$ cat config.mk
export PLATFORM = sky130hd
export DESIGN_NAME = lc3_control_fsm
export DESIGN_NICKNAME = d
export VERILOG_FILES = /design/src/rtl/lc3_control_fsm.sv
export SDC_FILE = /design/constraint.sdc
export NUM_CORES = 1
export LEC_CHECK = 0
export BUFFER_PORTS_ARGS = -buffer_cell sky130_fd_sc_hd__buf_2
export CAP_MARGIN = 20
export CORE_UTILIZATION = 35
export DETAILED_ROUTE_END_ITERATION = 8
export PLACE_DENSITY = 0.62
export SYNTH_ARGS = -nofsm -noshare
export SYNTH_HDL_FRONTEND = slang
export SYNTH_SLANG_ARGS = --single-unit
$ cat constraint.sdc
create_clock -name Clk -period 1.75 [get_ports Clk]
set_input_delay 0 -clock Clk [delete_from_list [all_inputs] [get_ports Clk]]
set_output_delay 0 -clock Clk [all_outputs]
set_load 0.02 [all_outputs]
$ cat src/rtl/lc3_control_fsm.sv
// LC-3 datapath control: Moore FSM with registered outputs; fetch 5 cycles, instructions 6-9 cycles total.
// Optional PAUSE instruction (opcode 1101) is compiled in only when LC3_PAUSE_EN is defined.
module lc3_control_fsm (
   input  logic       Clk,
   input  logic       Reset_al,
   input  logic       Run,
   input  logic       Continue,
   input  logic [3:0] Opcode,
   input  logic       IR_5,
   input  logic       IR_11,
   input  logic       BEN,
   output logic       LD_MAR,
   output logic       LD_MDR,
   output logic       LD_IR,
   output logic       LD_BEN,
   output logic       LD_CC,
   output logic       LD_REG,
   output logic       LD_PC,
   output logic       LD_LED,
   output logic       GatePC,
   output logic       GateMDR,
   output logic       GateALU,
   output logic       GateMARMUX,
   output logic [1:0] PCMUX,
   output logic [1:0] ADDR2MUX,
   output logic [1:0] ALUK,
   output logic       ADDR1MUX,
   output logic       SR1MUX,
   output logic       DRMUX,
   output logic       MIO_EN,
   output logic       Mem_OE,
   output logic       Mem_WE
);

   typedef enum logic [4:0] {
      HALTED, S18, S33_1, S33_2, S35, S32,
      S01, S05, S09, S00, S22, S12, S04, S21,
      S06, S25_1, S25_2, S27, S07, S23, S16_1, S16_2,
      PAUSE1, PAUSE2
   } state_t;

   typedef struct packed {
      logic       ld_mar;
      logic       ld_mdr;
      logic       ld_ir;
      logic       ld_ben;
      logic       ld_cc;
      logic       ld_reg;
      logic       ld_pc;
      logic       ld_led;
      logic       gate_pc;
      logic       gate_mdr;
      logic       gate_alu;
      logic       gate_marmux;
      logic [1:0] pcmux;
      logic [1:0] addr2mux;
      logic [1:0] aluk;
      logic       addr1mux;
      logic       sr1mux;
      logic       drmux;
      logic       mio_en;
      logic       mem_oe;
      logic       mem_we;
   } ctrl_t;

   localparam ctrl_t CTRL_IDLE = '{mem_oe: 1'b1, mem_we: 1'b1, default: '0};

   state_t r_state;
   state_t w_state_nxt;
   ctrl_t  r_ctrl;
   ctrl_t  w_ctrl_nxt;

   // IR_5 steers the SR2 mux directly in the datapath; the FSM never needs it.
   logic w_unused_ir5;
   assign w_unused_ir5 = IR_5;
`ifndef LC3_PAUSE_EN
   logic w_unused_continue;
   assign w_unused_continue = Continue;
`endif

   // Outputs are precomputed from the next state so each state's controls are registered.
   function automatic ctrl_t ctrl_for(input state_t s, input logic ir11);
      ctrl_t c;
      c = CTRL_IDLE;
      case (s)
         S18: begin
            c.gate_pc = 1'b1; c.ld_mar = 1'b1; c.pcmux = 2'b10; c.ld_pc = 1'b1;
         end
         S33_1, S25_1: begin
            c.mem_oe = 1'b0; c.mio_en = 1'b1;
         end
         S33_2, S25_2: begin
            c.mem_oe = 1'b0; c.mio_en = 1'b1; c.ld_mdr = 1'b1;
         end
         S35: begin
            c.gate_mdr = 1'b1; c.ld_ir = 1'b1;
         end
         S32: c.ld_ben = 1'b1;
         S01, S05, S09: begin
            c.sr1mux = 1'b1; c.gate_alu = 1'b1; c.ld_reg = 1'b1; c.ld_cc = 1'b1;
            c.aluk = (s == S05) ? 2'b01 : ((s == S09) ? 2'b10 : 2'b00);
         end
         S22: begin
            c.addr1mux = 1'b1; c.addr2mux = 2'b01; c.pcmux = 2'b01; c.ld_pc = 1'b1;
         end
         S12: begin
            c.sr1mux = 1'b1; c.addr2mux = 2'b11; c.pcmux = 2'b01; c.ld_pc = 1'b1;
         end
         S04: begin
            c.gate_pc = 1'b1; c.drmux = 1'b1; c.ld_reg = 1'b1;
         end
         S21: begin
            c.pcmux = 2'b01; c.ld_pc = 1'b1;
            if (ir11) begin
               c.addr1mux = 1'b1; c.addr2mux = 2'b00;
            end else begin
               c.sr1mux = 1'b1; c.addr2mux = 2'b11;
            end
         end
         S06, S07: begin
            c.sr1mux = 1'b1; c.addr2mux = 2'b10; c.gate_marmux = 1'b1; c.ld_mar = 1'b1;
         end
         S27: begin
            c.gate_mdr = 1'b1; c.ld_reg = 1'b1; c.ld_cc = 1'b1;
         end
         S23: begin
            c.aluk = 2'b11; c.gate_alu = 1'b1; c.ld_mdr = 1'b1;
         end
         S16_1, S16_2: c.mem_we = 1'b0;
`ifdef LC3_PAUSE_EN
         PAUSE1: c.ld_led = 1'b1;
`endif
         default: ;
      endcase
      return c;
   endfunction

   always_comb begin
      w_state_nxt = S18;
      case (r_state)
         HALTED: w_state_nxt = Run ? S18 : HALTED;
         S18:    w_state_nxt = S33_1;
         S33_1:  w_state_nxt = S33_2;
         S33_2:  w_state_nxt = S35;
         S35:    w_state_nxt = S32;
         S32: begin
            case (Opcode)
               4'b0001: w_state_nxt = S01;
               4'b0101: w_state_nxt = S05;
               4'b1001: w_state_nxt = S09;
               4'b0000: w_state_nxt = S00;
               4'b1100: w_state_nxt = S12;
               4'b0100: w_state_nxt = S04;
               4'b0110: w_state_nxt = S06;
               4'b0111: w_state_nxt = S07;
`ifdef LC3_PAUSE_EN
               4'b1101: w_state_nxt = PAUSE1;
`endif
               default: w_state_nxt = S18;
            endcase
         end
         S00:    w_state_nxt = BEN ? S22 : S18;
         S04:    w_state_nxt = S21;
         S06:    w_state_nxt = S25_1;
         S25_1:  w_state_nxt = S25_2;
         S25_2:  w_state_nxt = S27;
         S07:    w_state_nxt = S23;
         S23:    w_state_nxt = S16_1;
         S16_1:  w_state_nxt = S16_2;
`ifdef LC3_PAUSE_EN
         PAUSE1: w_state_nxt = Continue ? PAUSE2 : PAUSE1;
         PAUSE2: w_state_nxt = Continue ? PAUSE2 : S18;
`endif
         default: w_state_nxt = S18;
      endcase
   end

   always_comb begin
      w_ctrl_nxt = ctrl_for(w_state_nxt, IR_11);
   end

   always_ff @(posedge Clk or negedge Reset_al) begin
      if (!Reset_al) begin
         r_state <= HALTED;
         r_ctrl  <= CTRL_IDLE;
      end else begin
         r_state <= w_state_nxt;
         r_ctrl  <= w_ctrl_nxt;
      end
   end

   assign LD_MAR     = r_ctrl.ld_mar;
   assign LD_MDR     = r_ctrl.ld_mdr;
   assign LD_IR      = r_ctrl.ld_ir;
   assign LD_BEN     = r_ctrl.ld_ben;
   assign LD_CC      = r_ctrl.ld_cc;
   assign LD_REG     = r_ctrl.ld_reg;
   assign LD_PC      = r_ctrl.ld_pc;
   assign LD_LED     = r_ctrl.ld_led;
   assign GatePC     = r_ctrl.gate_pc;
   assign GateMDR    = r_ctrl.gate_mdr;
   assign GateALU    = r_ctrl.gate_alu;
   assign GateMARMUX = r_ctrl.gate_marmux;
   assign PCMUX      = r_ctrl.pcmux;
   assign ADDR2MUX   = r_ctrl.addr2mux;
   assign ALUK       = r_ctrl.aluk;
   assign ADDR1MUX   = r_ctrl.addr1mux;
   assign SR1MUX     = r_ctrl.sr1mux;
   assign DRMUX      = r_ctrl.drmux;
   assign MIO_EN     = r_ctrl.mio_en;
   assign Mem_OE     = r_ctrl.mem_oe;
   assign Mem_WE     = r_ctrl.mem_we;

endmodule

==> flow_summary.ini, run 1 <==
[synth]
syn_avg_cell_area_um2 = 10.6
syn_nets = 145
synthCells = 134
synth_area_um2 = 1430
synth_edf_count = 0
ys_seq_area_frac = 0.493
ys_types = 51
synth_seq_cells = 28
synthArstFlopShare = 1.00
synth_warnings = 0
ys.flop_type = dfrtp_1

[run_status]
status = finished, violations left
violations = negative setup slack

[placed_design]
place.gp.congestion = 0.842
place_ws_ns = -0.116
io_buffers = 31
placed_cells = 237
dp_hpwl_um = 2600

[clocking]
clkTransAtPathRegs_ns = 0.09
cts_tree = yes
cts-buffers-inserted = 3
cts.path.max_buffers = 2
root_buffer = clkbuf_8
clock_latency_ns = 0.28
htreeDepth = 1
clock-sinks = 28

[grt]
grt_pass1_vias = 1207
grt_max_degree = 29
grt_overflow_total = 0
grtUsageTotal = 0.167
antenna_found_initial = 0
grt_pass1_wl_um = 5420

[floorplan]
die_w_um = 65.8
core_area_um2 = 3770
dieHeight_um = 65.8
boundaryPins = 35
fp.dieArea_um2 = 4330
start_util = 0.378
row_count = 22

[sta]
clock_skew_ns = 0.00466
finalSetupViolations = 16
worstMarginPinSlew_ns = 0.848
finalHoldViolations = 0
fin_crit_sh = 1.07
rsz0062_at_grt = true
slew_viol_final = 0
fmax_mhz = 535
min_period_ns = 1.87
slew-limit-headroom = 0.430
worst_slack_ns = -0.119

[setup_path]
crit_path_max_fanout = 7
worstPathRequired_ns = 1.94
setup.worst_path.class = flop to flop
arrival_ns = 2.06
cp-startpoint = r_state[3]$_DFF_PN0_
critPathLaunchType = flop
reg2reg_slack_ns = -0.12
endpoint_kind = flop
r2r_end = SR1MUX$_DFF_PN0_
rr_startpoint = r_state[3]$_DFF_PN0_
ff2ff_path_depth = 6

[layout]
final_nets = 207
final_cells = 243
drive_above_1_share = 0.431
areaGrowthSynthToFinish_pct = 38.0
mostFrequentLayoutCells = buf_2 (31), buf_4 (29), dfrtp_1 (26), nand2b_1 (9), o21ai_1 (7)
final_common_cell = buf_2
insertedDiodeCount = 0

[routing]
postRouteWirelength_um = 3350
ant_nets = 0
via_per_inst = 5.14
drtPass1Iterations = 6
vias = 1249
wl_per_cell_um = 13.8
drcViolationCount = 0
drt_iter0_drc = 21

[min_path]
hold_start = Opcode[0]
min_to = r_state[4]$_DFF_PN0_
hp-class = primary input to flop
whs_path_depth = 3

[power]
power_density_nw_per_um2 = 1620
finalPower_mw = 3.18
peakVddDrop_uv = 523
power.leakage_nw = 0.996

[run]
max_cap_viol_count = 0
[timing repair]
item,4_1_cts,5_1_grt
endpoints found under the setup margin,16,17
gates resized for setup,1,7
hold endpoints to repair,27,0
hold buffers,2,0
buffers inserted,1,0
pin swaps,3,7
[worst max path at each step]
stage	endpoint	slack [ns]	depth (start not counted)
finish	SR1MUX$_DFF_PN0_	-0.12	6
global route	LD_REG$_DFF_PN0_	-0.18	8
CTS	ALUK[0]$_DFF_PN0_	-0.12	6
detailed placement	LD_REG$_DFF_PN0_	-0.12	6
global placement	SR1MUX$_DFF_PN0_	-0.08	6
floorplan	LD_REG$_DFF_PN0_	-0.07	6
[power breakdown]
| part | total [mW] | leakage (nW) | switching, mW | internal, mW |
|---|---|---|---|---|
| Sequential | 0.906 | 0.370 | 0.0681 | 0.838 |
| Clock | 0.509 | 0.0357 | 0.202 | 0.306 |
| Combinational | 1.77 | 0.590 | 0.970 | 0.798 |
| Total | 3.18 | 0.996 | 1.24 | 1.94 |
[state kept, by name, summed over array words and instances (netlist names), 2 cells and up]
signal,flops
PCMUX,2
r_state,5
ADDR2MUX,2
ALUK,2
[cell families after synthesis]
kind of cell           Yosys count  synth area share
other                            1           0.00263
and+or+nand+nor                 58             0.269
muxes                            4            0.0290
AOI/OAI and AO/OA               29             0.162
DFF                             28             0.493
buffers and inverters           14            0.0439
[worst max-delay path, stage by stage (launching register included)]
cell       delay, ns
dfrtp_1         0.40
or4b_1          0.50
o32a_1          0.31
o22a_4          0.27
clkinv_4        0.07
nand4_4         0.10
o2111ai_1       0.14
[metrics by stage]
step / hold WS (ns) / area, µm² / util / setup TNS, ns
2_1_floorplan: -0.296 / 1430 / - / -0.349
6_report: 0.0159 / 1970 / 0.522 / -1.10
3_3_place_gp: 0.0339 / 1840 / 0.488 / -0.651
4_1_cts: 0.00797 / 1950 / 0.516 / -0.998
3_5_place_dp: 0.0451 / 1840 / 0.488 / -0.902
5_1_grt: 0.0236 / 1970 / 0.522 / -2.24
[metal layers]
metal / wire [µm] / GRT usage
met3: 152 / 0.0259
met4: 116 / 0.0924
met2: 1600 / 0.269
met5: 0 / 0
met1: 1480 / 0.212
[synth_stat cells (2+ instances only)]
cell type,count,share of area
dfrtp_1,26,0.46
nand3_1,5,0.018
o21ai_1,8,0.028
mux2i_1,3,0.021
dfstp_2,2,0.037
nand3b_1,3,0.016
nor2b_1,4,0.018
nor2_1,7,0.018
o31ai_1,2,0.011
inv_1,5,0.013
and2_1,2,0.0088
clkbuf_1,5,0.013
nor3_1,3,0.011
o21a_1,2,0.011
and3_1,2,0.0088
nand4b_1,2,0.012
o2111ai_1,2,0.012
nand2b_1,9,0.040
o211ai_1,2,0.011
a21oi_1,3,0.011
nor3b_1,2,0.011
nand2_1,6,0.016
[area by class of cell]
cell class / instances / area, µm²
Clock buffer: 3 / 41.3
Fill cell: 347 / 1800
Multi-Input combinational cell: 92 / 686
Sequential cell: 28 / 703
Inverter: 7 / 31.3
Clock inverter: 1 / 30.0
Timing Repair Buffer: 64 / 415
Tap cell: 48 / 60.1
Note: power is estimated with default switching activity, not from simulation.
==> inputs of run 2 (changes only) <==
--- a/config.mk
+++ b/config.mk
@@ -7,9 +7,9 @@
 export LEC_CHECK = 0
 export BUFFER_PORTS_ARGS = -buffer_cell sky130_fd_sc_hd__buf_2
 export CAP_MARGIN = 20
-export CORE_UTILIZATION = 35
+export CORE_UTILIZATION = 47
 export DETAILED_ROUTE_END_ITERATION = 8
-export PLACE_DENSITY = 0.62
+export PLACE_DENSITY = 0.78
 export SYNTH_ARGS = -nofsm -noshare
 export SYNTH_HDL_FRONTEND = slang
 export SYNTH_SLANG_ARGS = --single-unit
==> run 2 against run 1 <==
  * The run ends with design-rule violations, negative setup slack left
  * Via count is 1.2% lower
  * Sequential power is 2% higher
  * Clock skew is 0.0030 ns lower
  * Core utilization is 14 points higher
  * Flip-flop and latch count stayed put
  * Combinational power is 2% lower
  * Wire length is 3.8% lower
  * Sequential share of layout area is 2.0 points higher
  * Register-to-register slack worse by 0.04 ns
  * Largest cell class unchanged
  * Highest routed layer unchanged
==> flow_summary.ini, run 2 (synthesized netlist as in run 1, its figures left out) <==
[floorplan]
dieHeight_um = 57.1
fp.dieArea_um2 = 3260
core_area_um2 = 2810
boundaryPins = 35
start_util = 0.508
die_w_um = 57.1
row_count = 19

[clocking]
cts_tree = yes
cts.path.max_buffers = 2
clkTransAtPathRegs_ns = 0.14
htreeDepth = 1
root_buffer = clkbuf_4
cts-buffers-inserted = 3
clock_latency_ns = 0.33
clock-sinks = 28

[setup_path]
setup.worst_path.class = flop to flop
arrival_ns = 2.19
ff2ff_path_depth = 6
endpoint_kind = flop
worstPathRequired_ns = 2.03
crit_path_max_fanout = 7
critPathLaunchType = flop

[routing]
drcViolationCount = 6
drtPass1Iterations = 6
postRouteWirelength_um = 3220
vias = 1234
ant_nets = 0
wl_per_cell_um = 14.8
via_per_inst = 5.69
drt_iter0_drc = 36

[grt]
grt_pass1_vias = 1187
grt_pass1_wl_um = 5410
grtUsageTotal = 0.220
grt_max_degree = 29
antenna_found_initial = 0
grt_overflow_total = 0

[layout]
final_nets = 198
final_common_cell = buf_2
mostFrequentLayoutCells = buf_2 (31), dfrtp_1 (26), buf_4 (19), nand2b_1 (9), nor2_1 (7)
fill_cells = 214
regArea_um2 = 703
areaGrowthSynthToFinish_pct = 30.6
regMostFlops = r_state
largest_register_ffs = 5
insertedDiodeCount = 0
drive_above_1_share = 0.398
final_area_um2 = 1860
fin_util = 0.664
multi_input_area_um2 = 702
final_cells = 217

[sta]
slew_viol_final = 0
holdWs_ns = 0.0562
finalHoldViolations = 0
min_period_ns = 1.91
slew-limit-headroom = 0.509
finalSetupViolations = 16
clock_skew_ns = 0.00167
fin_crit_sh = 1.09
rsz0062_at_grt = true
worstMarginPinSlew_ns = 0.731
fmax_mhz = 523
worst_slack_ns = -0.161
tns_ns = -1.60

[power]
peakVddDrop_uv = 605
power.leakage_nw = 0.949
power_density_nw_per_um2 = 1590

[run]
max_cap_viol_count = 0

[min_path]
whs_path_depth = 3
hp-class = primary input to flop

[placed_design]
io_buffers = 31
dp_hpwl_um = 2310
placed_cells = 208
placed_area_um2 = 1730
place.gp.congestion = 0.794

[run_status]
violations = design-rule violations, negative setup slack
status = finished, violations left
==> run 2: layer usage <==
layer | GRT usage | up-vias | routed length (µm)
met4 | 0.132 | 0 | 108
met5 | 0 | - | 0
met1 | 0.271 | 591 | 1360
met2 | 0.356 | 46 | 1580
met3 | 0.0454 | 9 | 164
li1 | - | 588 | -
==> run 2: critical path, cell delays in order, from the launching register on <==
cell      delay (ns)
dfrtp_1         0.41
or4b_1          0.51
o32a_1          0.31
o22a_4          0.28
clkinv_4        0.07
nand4_4         0.12
o21ai_2         0.15
==> run 2: metrics by stage <==
stage | power (mW) | worst slack [ns]
global route | 3.16 | -0.262
floorplan | 1.93 | -0.0734
detailed placement | 2.50 | -0.118
finish | 2.97 | -0.161
CTS | 2.87 | -0.134
global placement | 2.46 | -0.108
==> run 2: area by class of cell <==
cell class                 count  area share
inverter                       7      0.0168
timing repair buffer          55       0.188
clock buffer                   4      0.0195
tap                           31      0.0208
multi-input combinational     92       0.377
sequential                    28       0.378
==> run 2: final timing paths <==
kind,start,endpoint,slack (ns)
worst min register to register,r_state[3]$_DFF_PN0_,LD_IR$_DFF_PN0_,0.68
max in group asynchronous,Reset_al,r_state[3]$_DFF_PN0_,1.20
min in group asynchronous,Reset_al,LD_MDR$_DFF_PN0_,0.17
worst min-delay path,Opcode[2],GateMARMUX$_DFF_PN0_,0.06
worst max register to register,r_state[3]$_DFF_PN0_,ALUK[0]$_DFF_PN0_,-0.16
worst max-delay path,r_state[3]$_DFF_PN0_,ALUK[0]$_DFF_PN0_,-0.16
==> run 2: repair_timing <==
item	CTS	global route
setup buffers	2	0
pin swaps	6	2
resized for setup	4	6
endpoints found under the setup margin	16	18
hold buffers	3	0
hold endpoints to repair	28	0
==> run 2: power by group <==
| part | internal, mW | switching, mW |
|---|---|---|
| Combinational | 0.769 | 0.960 |
| Sequential | 0.837 | 0.0832 |
| Clock | 0.128 | 0.191 |
==> inputs of run 3 (changes only) <==
--- a/config.mk
+++ b/config.mk
@@ -7,9 +7,11 @@
 export LEC_CHECK = 0
 export BUFFER_PORTS_ARGS = -buffer_cell sky130_fd_sc_hd__buf_2
 export CAP_MARGIN = 20
-export CORE_UTILIZATION = 47
+export CELL_PAD_IN_SITES_DETAIL_PLACEMENT = 1
+export CELL_PAD_IN_SITES_GLOBAL_PLACEMENT = 2
+export CORE_UTILIZATION = 29
 export DETAILED_ROUTE_END_ITERATION = 8
-export PLACE_DENSITY = 0.78
+export PLACE_DENSITY = 0.77
 export SYNTH_ARGS = -nofsm -noshare
 export SYNTH_HDL_FRONTEND = slang
 export SYNTH_SLANG_ARGS = --single-unit
==> constraint.sdc (replaced) <==
create_clock -name Clk -period 1.6 [get_ports Clk]
set_input_delay 0 -clock Clk [delete_from_list [all_inputs] [get_ports Clk]]
set_output_delay 0 -clock Clk [all_outputs]
set_load 0.02 [all_outputs]
==> run 3 against run 2 <==
  * The flow finishes with violations (negative setup slack)
  * Via count increased by 8.4%
  * Cell count increased by 23%
  * Critical path depth unchanged
  * Clock power increased by 76%
  * Die area increased by 60%
  * Critical path type unchanged
  * Critical endpoint unchanged
  * Largest cell class is now multi-input gates
  * Largest power group unchanged
==> flow_summary.ini, run 3 (synthesized netlist as in run 1, its figures left out) <==
[routing]
ant_nets = 0
drcViolationCount = 0
via_per_inst = 5.03
drtPass1Iterations = 6
postRouteWirelength_um = 4430
vias = 1338
drt_iter0_drc = 41
wl_per_cell_um = 16.6

[clocking]
clkTransAtPathRegs_ns = 0.10
htreeDepth = 1
root_buffer = clkbuf_8
cts.path.max_buffers = 2
clock_latency_ns = 0.27
clock-sinks = 28
cts_tree = yes
cts-buffers-inserted = 3

[layout]
mostFrequentLayoutCells = buf_4 (32), buf_2 (31), dfrtp_1 (26), nand2b_1 (9)
insertedDiodeCount = 0
final_nets = 211
drive_above_1_share = 0.487
final_area_um2 = 2080
final_common_cell = buf_4
final_cells = 266
largest_register_ffs = 5
areaGrowthSynthToFinish_pct = 45.7
regMostFlops = r_state
fill_cells = 525

[sta]
min_period_ns = 1.95
slew-limit-headroom = 0.495
rsz0062_at_grt = true
worst_slack_ns = -0.345
clock_skew_ns = 0.00452
slew_viol_final = 0
finalSetupViolations = 19
fin_crit_sh = 1.22
worstMarginPinSlew_ns = 0.752
finalHoldViolations = 0
fmax_mhz = 514

[setup_path]
setup.worst_path.class = flop to flop
arrival_ns = 2.15
critPathLaunchType = flop
endpoint_kind = flop
crit_path_max_fanout = 7
worstPathRequired_ns = 1.81

[placed_design]
placed_cells = 256
placed_area_um2 = 1870
dp_hpwl_um = 3170
place.gp.congestion = 0.831
io_buffers = 31

[floorplan]
die_w_um = 72.1
fp.dieArea_um2 = 5200
core_area_um2 = 4720
row_count = 25
start_util = 0.302
dieHeight_um = 72.1
boundaryPins = 35

[grt]
grt_pass1_wl_um = 6780
grt_max_degree = 29
grt_overflow_total = 0
antenna_found_initial = 0
grtUsageTotal = 0.169
grt_pass1_vias = 1320

[min_path]
hp-class = primary input to flop

[run_status]
status = finished, violations left
violations = negative setup slack

[power]
peakVddDrop_uv = 615
power_density_nw_per_um2 = 1820
power.leakage_nw = 1.04

[run]
max_cap_viol_count = 0
## run 3: changes by cell type in the layout (fill, tap and decap cells not counted), moves of 2 or more
cell	change
buf_4	+13
clkbuf_4	-3
clkbuf_8	+2
nand2_1	-2
nand2_2	+2
nand3_1	-2
nand3_2	+2
## run 3: final timing paths
| kind | depth (start not counted) | slack, ns | start | endpoint |
|---|---|---|---|---|
| worst max-delay path | 6 | -0.35 | r_state[3]$_DFF_PN0_ | ALUK[0]$_DFF_PN0_ |
| worst max register to register | 6 | -0.35 | r_state[3]$_DFF_PN0_ | ALUK[0]$_DFF_PN0_ |
| worst min-delay path | 3 | 0.02 | Opcode[0] | r_state[4]$_DFF_PN0_ |
| min in group asynchronous | 2 | 0.28 | Reset_al | LD_IR$_DFF_PN0_ |
| max in group asynchronous | 2 | 0.91 | Reset_al | r_state[1]$_DFF_PN0_ |
| worst min register to register | 3 | 0.74 | r_state[3]$_DFF_PN0_ | LD_IR$_DFF_PN0_ |
## run 3: metrics by stage
stage	hold slack [ns]	setup TNS, ns	total power [mW]	worst slack (ns)	util
after floorplan	-0.296	-2.63	2.11	-0.223	-
after global placement	0.0344	-3.17	2.84	-0.238	0.395
after detailed placement	0.0546	-4.66	2.92	-0.339	0.395
after CTS	0.0321	-5.11	3.60	-0.349	0.423
after global routing	0.0367	-5.93	3.98	-0.422	0.440
final	0.0207	-4.67	3.77	-0.345	0.440
## run 3: timing repair
action	4_1_cts	5_1_grt
gates cloned	0	1
setup endpoints to repair	18	20
buffers inserted	1	3
hold endpoints to repair	27	0
gates resized for setup	6	14
hold buffers	2	0
pin swaps	7	6
## run 3: metal layers
layer / GRT usage / wire length (µm) / vias up
li1: - / - / 619
met5: 0 / 0 / -
met4: 0.0697 / 105 / 0
met3: 0.0167 / 131 / 8
met2: 0.297 / 2360 / 38
met1: 0.213 / 1830 / 673
## run 3: area by class of cell
class	count	area, µm²	share of cell area
Tap cell	67	83.8	0.0404
Clock inverter	1	30.0	0.0145
Timing Repair Buffer	67	438	0.211
Inverter	7	31.3	0.0151
Sequential cell	28	703	0.339
Clock buffer	3	41.3	0.0199
Multi-Input combinational cell	93	749	0.361
## run 3: critical path: stages (launching register included)
cell      delay [ns]
dfrtp_1         0.40
or4b_4          0.52
o32a_1          0.32
o22a_4          0.29
clkinv_4        0.08
nand4_4         0.14
o21ai_2         0.15
## run 3: power breakdown
group	internal (mW)	switching, mW	total [mW]
Combinational	0.985	1.22	2.21
Clock	0.335	0.225	0.560
Sequential	0.916	0.0916	1.01
Total	2.24	1.54	3.77
